`config.mk`:
```
export PLATFORM = sky130hd
export DESIGN_NAME = mux4_rr_arbiter
export DESIGN_NICKNAME = d
export VERILOG_FILES = /design/src/rtl/mux4_rr_arbiter.sv
export SDC_FILE = /design/constraint.sdc
export NUM_CORES = 1
export LEC_CHECK = 0
export BUFFER_PORTS_ARGS = -buffer_cell sky130_fd_sc_hd__buf_2
export CAP_MARGIN = 40
export CORE_MARGIN = 2
export CORE_UTILIZATION = 39
export CTS_CLUSTER_DIAMETER = 150
export DETAILED_ROUTE_END_ITERATION = 7
export PLACE_DENSITY_LB_ADDON = 0.2
export SKIP_CTS_REPAIR_TIMING = 1
export SKIP_LAST_GASP = 1
export SLEW_MARGIN = 20
export SYNTH_ARGS = -nofsm -noshare
export SYNTH_HDL_FRONTEND = slang
export SYNTH_SLANG_ARGS = --single-unit
```
`constraint.sdc`:
```
create_clock -name clk -period 1.9 [get_ports clk]
set_clock_uncertainty 0.2 [all_clocks]
set_input_delay 0 -clock clk [delete_from_list [all_inputs] [get_ports clk]]
set_output_delay 0 -clock clk [all_outputs]
set_load 0.02 [all_outputs]
```
`src/rtl/mux4_rr_arbiter.sv`:
```
// Round-robin arbiter for four requesters sharing one valid/ready output channel.
// Grants are held for at most MAX_BURST beats, then priority rotates past the winner.
module mux4_rr_arbiter #(
  parameter int DATA_W    = 8,
  parameter int MAX_BURST = 4
) (
  input  logic              clk,
  input  logic              rst_n,
  input  logic [3:0]        req,
  input  logic [DATA_W-1:0] in_data0,
  input  logic [DATA_W-1:0] in_data1,
  input  logic [DATA_W-1:0] in_data2,
  input  logic [DATA_W-1:0] in_data3,
  output logic [3:0]        in_ready,
  output logic [3:0]        grant,
  output logic [1:0]        sel,
  output logic              out_valid,
  output logic [DATA_W-1:0] out_data,
  input  logic              out_ready,
  output logic              busy
);

  localparam int CW = $clog2(MAX_BURST + 1);

  typedef enum logic {IDLE, GRANT} state_t;

  state_t          state, state_nx;
  logic [3:0]      grant_nx;
  logic [1:0]      sel_nx, ptr, ptr_nx;
  logic [CW-1:0]   beat_cnt, cnt_nx;
  logic [2:0]      pick_idle, pick_rel;
  logic            xfer, last_beat, release_g;
  logic [DATA_W-1:0] mux_lo, mux_hi;

  // Returns {found, index}; search starts at p and wraps, lowest offset wins.
  function automatic logic [2:0] rr_pick(input logic [3:0] r, input logic [1:0] p);
    logic [2:0] res;
    logic [1:0] idx;
    res = '0;
    for (int k = 3; k >= 0; k--) begin
      idx = p + 2'(k);
      if (r[idx]) res = {1'b1, idx};
    end
    return res;
  endfunction

  assign busy      = (state == GRANT);
  assign out_valid = busy & req[sel];
  assign in_ready  = grant & {4{out_ready}};
  assign xfer      = out_valid & out_ready;
  assign last_beat = (beat_cnt == CW'(MAX_BURST - 1));
  assign release_g = (xfer & last_beat) | ~req[sel];

  assign mux_lo   = sel[0] ? in_data1 : in_data0;
  assign mux_hi   = sel[0] ? in_data3 : in_data2;
  assign out_data = sel[1] ? mux_hi : mux_lo;

  // The released requester sits last in the new search order.
  assign pick_idle = rr_pick(req, ptr);
  assign pick_rel  = rr_pick(req, sel + 2'd1);

  always_comb begin
    state_nx = state;
    grant_nx = grant;
    sel_nx   = sel;
    ptr_nx   = ptr;
    cnt_nx   = beat_cnt;
    case (state)
      IDLE: begin
        if (pick_idle[2]) begin
          state_nx = GRANT;
          grant_nx = 4'b0001 << pick_idle[1:0];
          sel_nx   = pick_idle[1:0];
          cnt_nx   = '0;
        end
      end
      GRANT: begin
        if (xfer) cnt_nx = beat_cnt + CW'(1);
        if (release_g) begin
          ptr_nx = sel + 2'd1;
          cnt_nx = '0;
          if (pick_rel[2]) begin
            grant_nx = 4'b0001 << pick_rel[1:0];
            sel_nx   = pick_rel[1:0];
          end else begin
            state_nx = IDLE;
            grant_nx = '0;
          end
        end
      end
      default: begin
        state_nx = IDLE;
        grant_nx = '0;
      end
    endcase
  end

  always_ff @(posedge clk) begin
    if (!rst_n) begin
      state    <= IDLE;
      grant    <= '0;
      sel      <= '0;
      ptr      <= '0;
      beat_cnt <= '0;
    end else begin
      state    <= state_nx;
      grant    <= grant_nx;
      sel      <= sel_nx;
      ptr      <= ptr_nx;
      beat_cnt <= cnt_nx;
    end
  end

endmodule

```
==> reports/metrics.yaml <==
antenna_found_initial: 0
core.rowCount: 18
whs_endpoint: "busy"
hold_depth: 4
die_h_um: 54.9
required_ns: 1.90
design.core.area_sq_mm: 0.00248
relSlewSlack: 0.648
grt_max_degree: 17
dr.pass1.iters: 4
synth_area_per_cell_sq_um: 9.12
r2r_cells: 5
vdd_drop_max_uv: 351
antennaDiodeCount: 0
worst_slack_ns: -0.0279
vias_per_cell: 5.47
tightest_slew_ns: 0.527
reg2reg_to: "beat_cnt[2]"
cts_tree: "yes"
p_leak_nw: 0.662
synth_top_area_share: 0.237
drv_slew: 0
initial_core_util: 0.409
drive_gt1_frac: 0.511
synth_edf_count: 0
async_reset_ff_frac: 0
hold_path.class: "input pin to flip-flop"
die_x_um: 54.9
avgRoutedWirePerCell_um: 13.2
dp_hpwl_mm: 2.27
fp.dieArea_sq_mm: 0.00302
cts_max_level: 1
drc: 0
numCtsBuffers: 3
synth_top_family_by_area: "simple AND/OR/NAND/NOR gates"
path_class: "flip-flop to flip-flop"
ys.warnings.count: 0
synthCells: 111
grt_use_total: 0.198
setup_tns_ns: -0.0440
cp_max_fo: 6
root_buffer: "clkbuf_4"
synthAdderAreaFrac: 0.0247
ys.flop_type: "dfxtp_1"
start_kind: "flip-flop"
period_share: 1.01
synth.area.top_cells: "dfxtp_1 (24%), mux4_2 (20%), or3b_1 (3.5%)"
drt-total-wl_mm: 2.77
status: "finished with violations"
clk_latency_ns: 0.28
dp_cells: 202
violations: "setup timing"
crit_path_cell_trace: "mux4_2 -> nand2_2 -> o22ai_4 -> or3b_1 -> a21oi_1"
drt_iter0_drc: 17
synth_compound_area_frac: 0.180
finish.instance_area_sq_mm: 0.00146
min-delay-start: "req[3]"
cp.arrival_ns: 1.93
max_freq_ghz: 0.519
post_dp_cell_area_sq_mm: 0.00138
finalHoldViolCount: 0
clk_path_buf_depth: 2
yosysTopAreaCell: "dfxtp_1"
overflow: 0
final_nets: 222
gp_congestion: 0.793
path_clk_slew_ns: 0.09
clkSinkCount: 12
pwr_density_cell_mw_per_mm2: 658
min_period_ns: 1.93
synth_mux_area_frac: 0.220
rr_startpoint: "sel[0]"
post-route-util: 0.590
ant_nets: 0
synth_nets: 152
maxCapViolCount: 0
io_pins: 59
ys_seq_area_frac: 0.237
grt_pass1_vias: 1097
netlist_area_sq_mm: 0.00101
grt_pass1_wl_mm: 4.34
vias: 1149
setup_viol: 2
critPathSlowestCell: "mux4_2"
synthSimpleGateAreaFrac: 0.278
fillCellCount: 250
slowest_delay_ns: 0.54
port_buffers: 58
r2r_setup_slack_ns: -0.03
end_kind: "flip-flop"
fin_cells: 210
syn_to_final_growth_pct: 44.4
grt_setup_unrepaired: "true"
synth_cell_types: 42
synth-seq-cells: 12
synth_common_cells: "dfxtp_1 (12), mux4_2 (9), nor2_1 (9), nand2_1 (7)"
synth_most_common_cell: "dfxtp_1"
synth_xor_area_frac: 0.00865
layout by cell type, fill, tap and decap left out, drive strengths merged, types with 3 or more instances in the layout:
master,instances
dlygate4sd3,3
a31oi,3
or3b,5
nand3,4
nand2,8
a21oi,5
mux4,9
buf,68
dfxtp,12
o21ai,8
clkbuf,4
nor2,11
and2,5
inv,5
nor2b,4
power breakdown:
part	switching, mW	internal [mW]	total, mW
clock	0.0925	0.0813	0.174
combinational	0.251	0.231	0.482
sequential	0.0272	0.279	0.306
total	0.370	0.591	0.962
layout make-up:
type	count	area (sq um)	area share
repair buffers	71	395	0.271
clock buffers	4	26.3	0.0180
well taps	30	37.5	0.0257
inverters	5	18.8	0.0128
flip-flops and latches	12	245	0.168
multi-input cells	88	738	0.505
worst max-delay path: cells and delay by family (launching register included):
family / cells / cell delay, ns
multiplexers: 1 / 0.54
AND/OR/NAND/NOR: 2 / 0.52
flip-flops: 1 / 0.37
AO/OA/AOI/OAI: 2 / 0.23
per-layer routing:
metal | vias up | GRT usage | wire [um]
li1 | 557 | - | -
met1 | 528 | 0.215 | 1060
met2 | 62 | 0.371 | 1410
met3 | 2 | 0.0296 | 274
met4 | 0 | 0.0935 | 29
met5 | - | 0 | 0
how the worst max path moves through the flow:
stage | start | cells past startpoint | end | slack (ns)
3_5_place_dp | sel[0] | 5 | sel[0] | -0.006
4_1_cts | sel[0] | 5 | sel[0] | -0.05
5_1_grt | sel[0] | 5 | beat_cnt[2] | -0.1
2_1_floorplan | sel[0] | 5 | beat_cnt[2] | 0.01
6_report | sel[0] | 5 | beat_cnt[2] | -0.03
3_3_place_gp | sel[0] | 5 | beat_cnt[2] | 0.05
through the flow:
| step | worst slack [ns] | power (mW) | hold WS [ns] |
|---|---|---|---|
| finish | -0.0279 | 0.962 | 0.00314 |
| global route | -0.0974 | 1.03 | 0.0494 |
| CTS | -0.0497 | 0.952 | -0.150 |
| detailed placement | -0.00625 | 0.780 | 0.136 |
| global placement | 0.0535 | 0.771 | 0.145 |
| floorplan | 0.00983 | 0.614 | -0.0315 |
state kept, by name, indices dropped and copies added, names as in the netlist:
| name | cells |
|---|---|
| beat_cnt | 3 |
| ptr | 2 |
| busy | 1 |
| grant | 4 |
| sel | 2 |
logic make-up after synthesis:
kind of cell             count (synthesis)
buffers and inverters                   11
AO/OA/AOI/OAI                           26
adder cells (fa/ha/maj)                  2
flip-flops                              12
XOR/XNOR                                 1
multiplexers                            11
AND/OR/NAND/NOR                         48
Note: power is estimated with default switching activity, not from simulation.
